--- src/rtl/wb_port_arbiter_pkg.sv ---
// Shared types for the regfile write-port arbiter.
// Widths, FSM encodings and the queued result bundle.
package wb_port_arbiter_pkg;

  localparam int RF_AW = 5;
  localparam int RF_DW = 32;
  localparam int PC_W  = 32;

  typedef enum logic [1:0] {
    WBA_IDLE  = 2'd0,
    WBA_WAIT  = 2'd1,
    WBA_FORCE = 2'd2
  } wba_state_e;

  typedef struct packed {
    logic [PC_W-1:0]  pc;
    logic [RF_AW-1:0] waddr;
    logic [RF_DW-1:0] wdata;
  } wb_res_t;

  localparam int RES_W = $bits(wb_res_t);

endpackage

--- src/rtl/wb_result_fifo.sv ---
// Small synchronous FIFO holding long-latency results
// until they win the regfile write port.
module wb_result_fifo
  import wb_port_arbiter_pkg::*;
#(
  parameter int DEPTH = 2,
  parameter int CW    = $clog2(DEPTH) + 1
) (
  input  logic             clk,
  input  logic             rst,
  input  logic             flush,
  input  logic             push,
  input  logic [RES_W-1:0] push_data,
  input  logic             pop,
  output logic [RES_W-1:0] head,
  output logic [CW-1:0]    count
);

  localparam int PW = $clog2(DEPTH);

  logic [RES_W-1:0] mem [DEPTH];
  logic [PW-1:0]    wr_ptr;
  logic [PW-1:0]    rd_ptr;

  always_ff @(posedge clk or posedge rst) begin
    if (rst) begin
      wr_ptr <= '0;
      rd_ptr <= '0;
      count  <= '0;
    end else if (flush) begin
      wr_ptr <= '0;
      rd_ptr <= '0;
      count  <= '0;
    end else begin
      if (push) wr_ptr <= wr_ptr + 1'b1;
      if (pop)  rd_ptr <= rd_ptr + 1'b1;
      count <= count + CW'(push) - CW'(pop);
    end
  end

  // Storage needs no reset; validity is tracked by count.
  always_ff @(posedge clk) begin
    if (push) mem[wr_ptr] <= push_data;
  end

  assign head = mem[rd_ptr];

endmodule

--- src/rtl/wb_port_arbiter.sv ---
// Shares the regfile write port between writeback and the
// long-latency unit, forcing a stall when results starve.
module wb_port_arbiter
  import wb_port_arbiter_pkg::*;
#(
  parameter int DEPTH        = 2,
  parameter int STARVE_LIMIT = 4
) (
  input  logic        clk,
  input  logic        rst,
  input  logic        flush_i,
  input  logic        pipe_wren_i,
  input  logic [4:0]  pipe_waddr_i,
  input  logic [31:0] pipe_wdata_i,
  input  logic [31:0] pipe_pc_i,
  input  logic        lu_valid_i,
  output logic        lu_ready_o,
  input  logic [4:0]  lu_waddr_i,
  input  logic [31:0] lu_wdata_i,
  input  logic [31:0] lu_pc_i,
  output logic        pipe_stall_o,
  output logic        rf_wren_o,
  output logic [4:0]  rf_waddr_o,
  output logic [31:0] rf_wdata_o,
  output logic [31:0] debug_wb_pc,
  output logic [3:0]  debug_wb_rf_wen,
  output logic [4:0]  debug_wb_rf_wnum,
  output logic [31:0] debug_wb_rf_wdata
);

  localparam int CW = $clog2(DEPTH) + 1;
  localparam logic [3:0] LIM = 4'(STARVE_LIMIT);

  wba_state_e state_q, state_d;
  logic [3:0] cnt_q, cnt_d;
  logic       rdy_q;
  logic [CW-1:0] fifo_count;
  logic [RES_W-1:0] fifo_head_raw;
  wb_res_t    fifo_head;
  wb_res_t    lu_res;
  wb_res_t    wr_sel;
  logic       push, fifo_one;
  logic       grant_pipe, grant_fifo;

  assign lu_res     = '{pc: lu_pc_i, waddr: lu_waddr_i, wdata: lu_wdata_i};
  assign fifo_head  = wb_res_t'(fifo_head_raw);
  assign fifo_one   = (fifo_count == CW'(1));
  // Ready is held low until the first edge after reset releases.
  assign lu_ready_o = rdy_q && (fifo_count < CW'(DEPTH));
  assign push       = lu_valid_i && lu_ready_o && !flush_i;

  wb_result_fifo #(.DEPTH(DEPTH), .CW(CW)) u_fifo (
    .clk       (clk),
    .rst       (rst),
    .flush     (flush_i),
    .push      (push),
    .push_data (lu_res),
    .pop       (grant_fifo),
    .head      (fifo_head_raw),
    .count     (fifo_count)
  );

  always_ff @(posedge clk or posedge rst) begin
    if (rst) state_q <= WBA_IDLE;
    else     state_q <= state_d;
  end

  always_comb begin
    state_d = state_q;
    if (flush_i) begin
      state_d = WBA_IDLE;
    end else begin
      unique case (state_q)
        WBA_IDLE:  if (push) state_d = WBA_WAIT;
        WBA_WAIT: begin
          if (pipe_wren_i) begin
            if (cnt_q >= LIM - 4'd1) state_d = WBA_FORCE;
          end else if (fifo_one && !push) begin
            state_d = WBA_IDLE;
          end
        end
        WBA_FORCE: begin
          if (fifo_one && !push) state_d = WBA_IDLE;
          else                   state_d = WBA_WAIT;
        end
        default:   state_d = WBA_IDLE;
      endcase
    end
  end

  always_comb begin
    grant_pipe = 1'b0;
    grant_fifo = 1'b0;
    if (flush_i) begin
      grant_pipe = pipe_wren_i;
    end else begin
      unique case (state_q)
        WBA_IDLE:  grant_pipe = pipe_wren_i;
        WBA_WAIT: begin
          grant_pipe = pipe_wren_i;
          grant_fifo = !pipe_wren_i;
        end
        WBA_FORCE: grant_fifo = 1'b1;
        default:   grant_pipe = 1'b0;
      endcase
    end
  end

  always_comb begin
    cnt_d = cnt_q;
    if (flush_i || grant_fifo) begin
      cnt_d = '0;
    end else if (state_q == WBA_WAIT && grant_pipe) begin
      if (cnt_q < LIM) cnt_d = cnt_q + 4'd1;
    end
  end

  always_comb begin
    wr_sel = '0;
    if (grant_pipe) begin
      wr_sel = '{pc: pipe_pc_i, waddr: pipe_waddr_i,
                 wdata: pipe_wdata_i};
    end else if (grant_fifo) begin
      wr_sel = fifo_head;
    end
  end

  always_ff @(posedge clk or posedge rst) begin
    if (rst) begin
      cnt_q        <= '0;
      rdy_q        <= 1'b0;
      pipe_stall_o <= 1'b0;
      rf_wren_o    <= 1'b0;
      rf_waddr_o   <= '0;
      rf_wdata_o   <= '0;
      debug_wb_pc  <= '0;
    end else begin
      cnt_q        <= cnt_d;
      rdy_q        <= 1'b1;
      pipe_stall_o <= (state_d == WBA_FORCE);
      rf_wren_o    <= grant_pipe || grant_fifo;
      rf_waddr_o   <= wr_sel.waddr;
      rf_wdata_o   <= wr_sel.wdata;
      debug_wb_pc  <= wr_sel.pc;
    end
  end

  assign debug_wb_rf_wen   = {4{rf_wren_o}};
  assign debug_wb_rf_wnum  = rf_waddr_o;
  assign debug_wb_rf_wdata = rf_wdata_o;

endmodule

--- config.mk ---
export PLATFORM = sky130hd
export DESIGN_NAME = wb_port_arbiter
export DESIGN_NICKNAME = d
export VERILOG_FILES = /design/src/rtl/wb_port_arbiter_pkg.sv /design/src/rtl/wb_result_fifo.sv /design/src/rtl/wb_port_arbiter.sv
export SDC_FILE = /design/constraint.sdc
export NUM_CORES = 1
export LEC_CHECK = 0
export CAP_MARGIN = 20
export CORE_MARGIN = 1
export CORE_UTILIZATION = 43
export DETAILED_ROUTE_END_ITERATION = 16
export PLACE_DENSITY = 0.77
export SLEW_MARGIN = 20
export SYNTH_ARGS = -nofsm -noshare
export SYNTH_HDL_FRONTEND = slang
export SYNTH_SLANG_ARGS = --single-unit
--- constraint.sdc ---
create_clock -name clk -period 3.9 [get_ports clk]
set_input_delay 0.39 -clock clk [delete_from_list [all_inputs] [get_ports clk]]
set_output_delay 0.39 -clock clk [all_outputs]
set_load 0.005 [all_outputs]
# [Yosys cells after proc, flatten, opt, wreduce, memory -nomap -nowiden]
# Memories as Yosys holds them, arrays and structs flattened.
# Cells that the tools add are included.
[word_totals] reg_bits=82 ram_bits=138 input_bits=143 output_inout_bits=113 word_cells=64 memories=1
[op_classes] add_sub_neg=5 order_cmp=3 n_eq_ne=4 n_mux=23 n_reduce_logical=17
[memory_table] name="u_fifo.mem" depth=2 width=69 rd=1 rd_clocked_by_memory_dff=0 write_ports=1 line="wb_result_fifo.sv:21" text="logic [RES_W-1:0] mem [DEPTH];"
[ops] op="69-bit 2-to-1 mux" count=2
[ops] op="2-bit 2-to-1 mux" count=6
[ops] op="4-bit 2-to-1 mux" count=3
[ops] op="1-bit 2-to-1 mux" count=10
[ops] op="2-bit nonzero test" count=4
[ops] op="2-bit case mux with 3 select lines" count=1
[ops] op="1-bit logical AND" count=5
[ops] op="4-bit by 1-bit adder with 4-bit output (second input constant)" count=1
[ops] op="2-bit by 1-bit == test with 1-bit output (second input constant)" count=2
[ops] op="2-bit == test (second input constant)" count=2
[ops] op="4-bit by 2-bit greater-or-equal comparator with 1-bit output (second input constant)" count=1
[ops] op="4-bit by 3-bit less-than comparator with 1-bit output (second input constant)" count=1
[ops] op="1-bit zero test" count=3
[ops] op="1-bit adder (second input constant)" count=2
[ops] op="2-bit by 1-bit adder with 2-bit output" count=1
[ops] op="2-bit zero test" count=1
[ops] op="1-bit logical OR" count=2
[ops] op="2-bit less-than comparator (second input constant)" count=1
[ops] op="1-bit case mux with 2 select lines" count=1
[ops] op="2-bit AND reduction" count=1
[ops] op="2-bit OR reduction" count=1
[ops] op="2-bit by 1-bit subtractor with 2-bit output" count=1

# [Depth between registers and ports, before layout]
# Gate-level depths: netlist (run 1).
[depth] depth_word=11 depth_mapped=14 mapped_depth_nobuf=12

# [Modules after synthesis]
# Synthesis (run 1) repeated with hierarchy kept, for this count alone.
[unflattened] hier_cells=626 area_unflattened_um2=9384.0
[by_module_without_submodules] module="wb_result_fifo" n_inst=1 cells_per_inst=233 area_per_inst_um2=5537.8 seq_area_each_um2=4244.1
[by_module_without_submodules] module="wb_port_arbiter" n_inst=1 cells_per_inst=393 area_per_inst_um2=3846.2 seq_area_each_um2=1951.9

# [Worst setup path after synthesis (run 1)]
# No wires, ideal clock.
[synth_path] kind="reg-to-reg" from="register u_fifo.count[1]" to="memory u_fifo.mem[0][0] (netlist name) (enable)" setup_time_ns=0.497 t_arrival_ns=3.523 required_time_ns=3.403 setup_slack_ns=-0.119 stages_incl_launch_ff=3 path_buffers=0 synth_period_minus_slack_ns=4.019 cell_sequence="dfrtp_1 -> nand4bb_1 -> nor2_1"
[synth_between] elab_chain_len=6
[synth_lines] item="start, declared" line="wb_result_fifo.sv:16" text="output logic [CW-1:0] count"
[synth_lines] item="start signal, assigned" line="wb_result_fifo.sv:37" text="count <= count + CW'(push) - CW'(pop);"
[synth_lines] item="2-bit less-than comparator" line="wb_port_arbiter.sv:49" text="assign lu_ready_o = rdy_q && (fifo_count < CW'(DEPTH));"
[synth_lines] item="1-bit logical AND" line="wb_port_arbiter.sv:49"
[synth_lines] item="1-bit logical AND (2 in series)" line="wb_port_arbiter.sv:50" text="assign push = lu_valid_i && lu_ready_o && !flush_i;"
[synth_lines] item="1-bit 2-to-1 mux" line="wb_result_fifo.sv:43" text="if (push) mem[wr_ptr] <= push_data;"
[synth_lines] item="1-bit 2-to-1 mux (not written as such)" line="wb_result_fifo.sv:43"
[synth_lines] item="end, declared" line="wb_result_fifo.sv:21"
# No other way between the ends.

# [Worst setup path in the final report (run 1)]
[layout_path] from="register state_q[1]" to="register u_fifo.count[1]"
[layout_between] elab_chain_len=5 word_cells_on_any_way=6 cone_classes="add/sub (1); eq/ne (2); mux (3)"
[layout_lines] item="start, declared" line="wb_port_arbiter.sv:34" text="wba_state_e state_q, state_d;"
[layout_lines] item="start signal, assigned" line="wb_port_arbiter.sv:65" text="else state_q <= state_d;"
[layout_lines] item="2-bit == test / 2-bit by 1-bit == test with 1-bit output (equally long branches)" line="wb_port_arbiter.sv:97" text="unique case (state_q)"
[layout_lines] item="1-bit case mux with 2 select lines (*)" line="wb_port_arbiter.sv:97"
[layout_lines] item="1-bit 2-to-1 mux (*)" line="wb_port_arbiter.sv:94" text="if (flush_i) begin"
[layout_lines] item="2-bit by 1-bit subtractor with 2-bit output (*)" line="wb_result_fifo.sv:37"
[layout_lines] item="2-bit 2-to-1 mux (*)" line="wb_result_fifo.sv:30" text="end else if (flush) begin"
# Every way passes the cells marked *; elsewhere a longest branch is shown, timed or not.
# A chain may end at the register's enable or synchronous reset.

==> metrics.yaml, run 1 <==
power:
  power_leakage_nw: 4.41
  p_per_area_mw_per_mm2: 435
  ir_drop_mv: 0.314
final_layout:
  fin_area_sq_mm: 0.0122
  instances_no_fill: 1061
  nNetsFinal: 923
  final_layout_size_suffix_gt1_frac: 0.158
  synthToLayoutAreaGrowth_pct: 36.6
routing:
  drtAntennaViolNets: 0
  post_drt_wl_per_cell_um: 17.3
  vias: 5157
  route.detailed.drc: 0
  first_pass_iters: 4
  via_per_inst: 4.86
  drt_iter0_drc: 143
  drt-total-wl_mm: 18.3
logic_synthesis:
  syn_inst: 557
  synth_top_area_share: 0.465
  yosysSeqAreaShare: 0.695
  synth-seq-cells: 220
  syn_avg_cell_area_sq_um: 16.0
  yosysWarnings: 0
  synth_area_sq_mm: 0.00892
  synth.area.top_cells: "edfxtp_1 (46%), dfrtp_1 (23%), o31ai_2 (9.7%), mux2i_1 (7.9%), buf_4 (3.5%)"
  synthDistinctLibCells: 35
  syn_nets: 707
  synth_top_area_cell: "edfxtp_1"
floorplan:
  die-area_sq_mm: 0.0213
  initial_core_util: 0.439
  core_sq_mm: 0.0203
  die_h_um: 146
  die_w_um: 146
  rows: 52
  ios: 256
sta:
  finalHoldViolCount: 0
  fin_crit_sh: 0.591
  slew_viol_final: 0
  finalSetupViolations: 0
  skew_ns: 0.0102
  clock.fmax_mhz: 434
  final.setup.tns_ns: 0
  fin_ws_ns: 1.60
  worst_slew_pin_slew_ns: 0.946
  rsz0062_at_grt: "no"
  slew_headroom: 0.369
  fin_crit_ns: 2.30
placed_design:
  dp_hpwl_mm: 12.6
  place_area_sq_mm: 0.0114
  port_buffers: 255
  gp_congestion: 0.814
  placedCellCount: 1018
  dp_slack_ns: 1.13
clock_network:
  ctsHtreeMaxLevel: 1
  post_cts_buffers: 0
  cts_made_buffers: 23
  clk_pin_slew_ns: 0.06
  clock_path_buffers: 3
  root_buffer: "clkbuf_16"
  post_cts_resized: 0
  cts_hold_buf: 0
  clock_latency_ns: 0.50
  clock_sinks: 220
  cts_tree: "done"
worst_setup_path:
  cp.required_ns: 4.27
  cpPeakStageDelay_ns: 0.43
  rrSetupSlack_ns: 1.60
  r2r-start: "state_q[1]"
  timing.rr.end: "u_fifo.count[1]"
  cp-end-kind: "register"
  ff2ff_path_depth: 12
  cp.arrival_ns: 2.68
  path_class: "reg -> reg"
  worstSetupStartpointType: "register"
  cp_slowest_cell: "dfrtp_1"
  critical_path.max_fanout: 5
  cp_cell_sequence: "inv_1 -> ha_1 -> nor2b_2 -> o21ai_2 -> or2_4 -> inv_1 -> ha_1 -> inv_1 -> ha_1 -> xor2_1 -> xnor2_1 -> nor2_1"
global_routing:
  antenna_found_initial: 1
  grtUsageTotal: 0.173
  grt_max_degree: 72
  grt_remaining_overflow: 0
  first_global_vias: 5655
  grt_pass1_wl_mm: 29.1
worst_hold_path:
  min_path_type: "in -> async"
run:
  cap_violations: 0
status:
  outcome: "completed"
-- report_power, final --
part	total (mW)	internal, mW	switching (mW)
sequential	2.60	2.56	0.0320
clock	2.22	1.34	0.875
combinational	0.483	0.292	0.191
total	5.30	4.20	1.10
-- logic make-up (layout without fill, tap and decap cells) --
group | Yosys count | count (layout) | share of synthesized area
compound gates | 77 | 77 | 0.104
xor+xnor | 5 | 5 | 0.00491
fa+ha+maj | 7 | 7 | 0.00982
buf+inv | 81 | 314 | 0.0602
flops | 220 | 220 | 0.695
mux | 70 | 70 | 0.0786
other cells | 1 | 2 | 0.000421
simple gates | 96 | 96 | 0.0476
-- placed cells by master (no fill, tap or decap), types with 3 or more instances in the layout --
cell / n
buf_4: 8
bufinv_16: 3
clkbuf_1: 4
clkbuf_16: 23
clkbuf_8: 3
clkdlybuf4s50_1: 255
clkinv_2: 5
dfrtp_1: 81
edfxtp_1: 138
ha_1: 7
inv_1: 7
mux2i_1: 70
nand2_1: 70
nor2_1: 7
nor2b_1: 3
o31ai_2: 69
xor2_1: 3
-- stage by stage --
step | power (mW) | hold slack, ns | utilization
2_1_floorplan | 2.83 | 0.470 | -
3_3_place_gp | 3.11 | 0.496 | 0.562
3_5_place_dp | 3.13 | 0.515 | 0.562
4_1_cts | 5.36 | 0.0977 | 0.600
5_1_grt | 5.49 | 0.109 | 0.600
6_report | 5.30 | 0.118 | 0.600
-- sequential cells by signal (all words and copies together) (netlist names) --
signal             flops
rf_wren_o              1
debug_wb_rf_wdata     32
u_fifo.count           2
state_q                2
debug_wb_rf_wnum       5
u_fifo.rd_ptr          1
pipe_stall_o           1
debug_wb_pc           32
u_fifo.wr_ptr          1
u_fifo.mem           138
rdy_q                  1
cnt_q                  4
-- worst max path at each step --
stage | depth (start not counted) | from | slack (ns) | endpoint
floorplan | 2 | u_fifo.count[1] | 1.02 | u_fifo.mem[0][0]
global placement | 4 | flush_i | 1.24 | u_fifo.mem[1][39]
detailed placement | 4 | flush_i | 1.13 | u_fifo.mem[1][39]
CTS | 12 | state_q[1] | 1.59 | u_fifo.count[1]
finish | 12 | state_q[1] | 1.60 | u_fifo.count[1]
global route | 12 | state_q[1] | 1.44 | u_fifo.count[1]
-- cell type report --
class | count | area, sq um
multi-input combinational | 256 | 2200
fill | 1541 | 8120
sequential | 220 | 6200
clock inverter | 12 | 146
inverter | 8 | 31.3
clock buffer | 30 | 632
tap | 270 | 338
antenna | 1 | 2.50
timing repair buffer | 264 | 2630
-- critical path: cells and delay by family (launching register included) --
family / cells / cell delay [ns]
and+or+nand+nor: 3 / 0.39
buffers and inverters: 3 / 0.19
DFF: 1 / 0.43
adders and majority gates: 3 / 0.67
AOI/OAI and AO/OA: 1 / 0.17
xor gates and xnor gates: 2 / 0.31
-- synthesized netlist by cell type --
| cell | instances |
|---|---|
| nand2b_1 | 2 |
| xnor2_1 | 2 |
| buf_1 | 8 |
| ha_1 | 7 |
| nor2b_2 | 1 |
| o21ai_0 | 1 |
| o22ai_1 | 1 |
| nand3_1 | 2 |
| clkbuf_1 | 1 |
| a21oi_1 | 2 |
| buf_6 | 8 |
| nand4bb_1 | 1 |
| or2_1 | 2 |
| o31ai_1 | 1 |
| nor2b_1 | 3 |
| and2_1 | 1 |
| buf_2 | 15 |
| dfrtp_1 | 82 |
| edfxtp_1 | 138 |
| and3b_1 | 2 |
| o21ai_2 | 1 |
| nor2_1 | 8 |
| mux2i_1 | 70 |
| or3_1 | 1 |
| nand2_1 | 70 |
| a2111oi_2 | 1 |
| inv_1 | 8 |
| xor2_1 | 3 |
| and4bb_2 | 1 |
| nor3b_1 | 1 |
| nand3b_1 | 1 |
| o31a_1 | 1 |
| o31ai_2 | 69 |
| buf_4 | 41 |
| conb_1 | 1 |
-- metal layers --
metal  wire length (um)  track usage
met3               1120       0.0364
met2               9800        0.317
met5                  0            0
met1               6980        0.199
met4                435       0.0589
No activity file was read; power rests on OpenSTA's default activity.
==> run 2, diff against run 1 <==
==> constraint.sdc (replaced) <==
create_clock -name clk -period 2.01 [get_ports clk]
set_input_delay 0.201 -clock clk [delete_from_list [all_inputs] [get_ports clk]]
set_output_delay 0.201 -clock clk [all_outputs]
set_load 0.005 [all_outputs]
==> run 2 against run 1 <==
Compared with the run above:
- first-iteration DRC count shrank 18%
- maximum frequency increased by 16%
- routed wire length increased by 7.2%
- total power up 95%
- non-clock buffer count increased by 21
- highest routed layer unchanged
==> metrics.yaml, run 2 (synthesis gave the netlist of run 1 again) <==
floorplan:
  rows: 52
  ios: 256
  die_h_um: 146
  initial_core_util: 0.439
  die_w_um: 146
  core_sq_mm: 0.0203
  die-area_sq_mm: 0.0213
power:
  swShare: 0.206
  power_frac_seq: 0.486
  p_switching_mw: 2.14
  internal-power_mw: 8.22
  power_frac_comb: 0.099
  p_per_area_mw_per_mm2: 812
  ir_drop_mv: 0.577
  power_leakage_nw: 4.60
  p_clk_frac: 0.415
final_layout:
  layout_common_cells: "clkdlybuf4s50_1 (255), edfxtp_1 (138), dfrtp_1 (81), mux2i_1 (70), nand2_1 (70)"
  layout_commonest_cell: "clkdlybuf4s50_1"
  final_layout_size_suffix_gt1_frac: 0.192
  largest_register_ffs: 138
  multi_input_area_sq_mm: 0.00240
  final-seq-area_sq_mm: 0.00620
  final_core_util: 0.629
  nNetsFinal: 944
  synthToLayoutAreaGrowth_pct: 43.1
  top_register: "u_fifo.mem"
  fill_cells: 1479
worst_setup_path:
  critical_path.max_fanout: 3
  cp-end-kind: "register"
  cp.arrival_ns: 2.38
  path_class: "reg -> reg"
  worstSetupStartpointType: "register"
  cp.required_ns: 2.40
routing:
  post_drt_wl_per_cell_um: 18.1
  drt-total-wl_mm: 19.6
  drtAntennaViolNets: 0
  vias: 5310
  via_per_inst: 4.90
  first_pass_iters: 6
  route.detailed.drc: 0
  drt_iter0_drc: 117
clock_network:
  cts_tree: "done"
  clock_latency_ns: 0.50
  cts_made_buffers: 23
  ctsHtreeMaxLevel: 1
  clk_pin_slew_ns: 0.06
  root_buffer: "clkbuf_16"
  clock_path_buffers: 3
  clock_sinks: 220
global_routing:
  grt_max_degree: 83
  grt_remaining_overflow: 0
  antenna_found_initial: 3
  first_global_vias: 5847
  grtUsageTotal: 0.180
  grt_pass1_wl_mm: 30.2
sta:
  fin_crit_sh: 0.991
  rsz0062_at_grt: "yes"
  final.setup.tns_ns: 0
  clock.fmax_mhz: 502
  finalSetupViolations: 0
  fin_hold_ws_ns: 0.185
  slew_viol_final: 0
  finalHoldViolCount: 0
  skew_ns: 0.0166
  fin_crit_ns: 1.99
placed_design:
  dp_hpwl_mm: 13.2
  port_buffers: 255
  gp_congestion: 0.857
worst_hold_path:
  min_path_type: "in -> async"
status:
  outcome: "completed"
run:
  cap_violations: 0
[run 2: cell types whose count changed in the layout (fill, tap and decap cells not counted), sizes merged]
cell,change
buf,+18
clkbuf,+2
diode,+2
clkinvlp,+1
[run 2: stage by stage]
stage	std cells	power, mW	worst slack (ns)	instance area [sq um]
2_1_floorplan	557	5.50	-0.238	8970
3_3_place_gp	1035	6.09	-0.0292	11700
3_5_place_dp	1035	6.13	-0.0984	11700
4_1_cts	1079	10.4	0.0112	12500
5_1_grt	1081	10.7	-0.0574	12800
6_report	1084	10.4	0.0185	12800
[run 2: final timing paths]
check | cells after the start | slack, ns | from | end
max | 11 | 0.02 | state_q[0] | u_fifo.count[1]
max in group asynchronous | 3 | 1.43 | rst | debug_wb_rf_wdata[29]
max reg2reg | 11 | 0.02 | state_q[0] | u_fifo.count[1]
min in group clk | 3 | 0.27 | pipe_wdata_i[6] | debug_wb_rf_wdata[6]
min reg2reg | 2 | 0.51 | cnt_q[3] | cnt_q[3]
min | 3 | 0.19 | rst | pipe_stall_o
[run 2: area by class of cell]
cell class	instances	share of cell area
repair buffers	285	0.235
flip-flops and latches	220	0.486
clock buffers	29	0.0500
multi-input cells	256	0.188
well taps	270	0.0265
diodes	3	0.000588
clock inverters	13	0.0114
inverters	8	0.00284
[run 2: power by group through the flow]
| stage | Clock, mW | Combinational [mW] | Sequential (mW) |
|---|---|---|---|
| after global placement | 0 | 0.977 | 5.12 |
| after floorplan | 0 | 0.370 | 5.13 |
| after CTS | 4.39 | 1.01 | 5.03 |
| final | 4.30 | 1.03 | 5.03 |
| after detailed placement | 0 | 1.00 | 5.12 |
| after global routing | 4.58 | 1.11 | 5.05 |
[run 2: timing repair]
item	CTS	global route
gates cloned	0	3
hold buffers	0	0
endpoints found under the setup margin	1	29
resized for setup	3	21
pin swaps	2	3
setup buffers	2	0
[run 2: metal layers]
metal | wire, um | up-vias | track usage
met5 | 0 | - | 0
met3 | 1230 | 41 | 0.0445
met2 | 10300 | 175 | 0.331
li1 | - | 2479 | -
met1 | 7460 | 2615 | 0.199
met4 | 615 | 0 | 0.0688
[run 2: worst max-delay path, stage by stage (launching register included)]
cell and delay [ns]:
dfrtp_1 0.43, inv_2 0.08, ha_4 0.26, o21ai_2 0.05, or2_4 0.27, inv_4 0.07, ha_4 0.19, inv_2 0.06
ha_4 0.13, xor2_2 0.15, xnor2_1 0.13, nor2_1 0.06
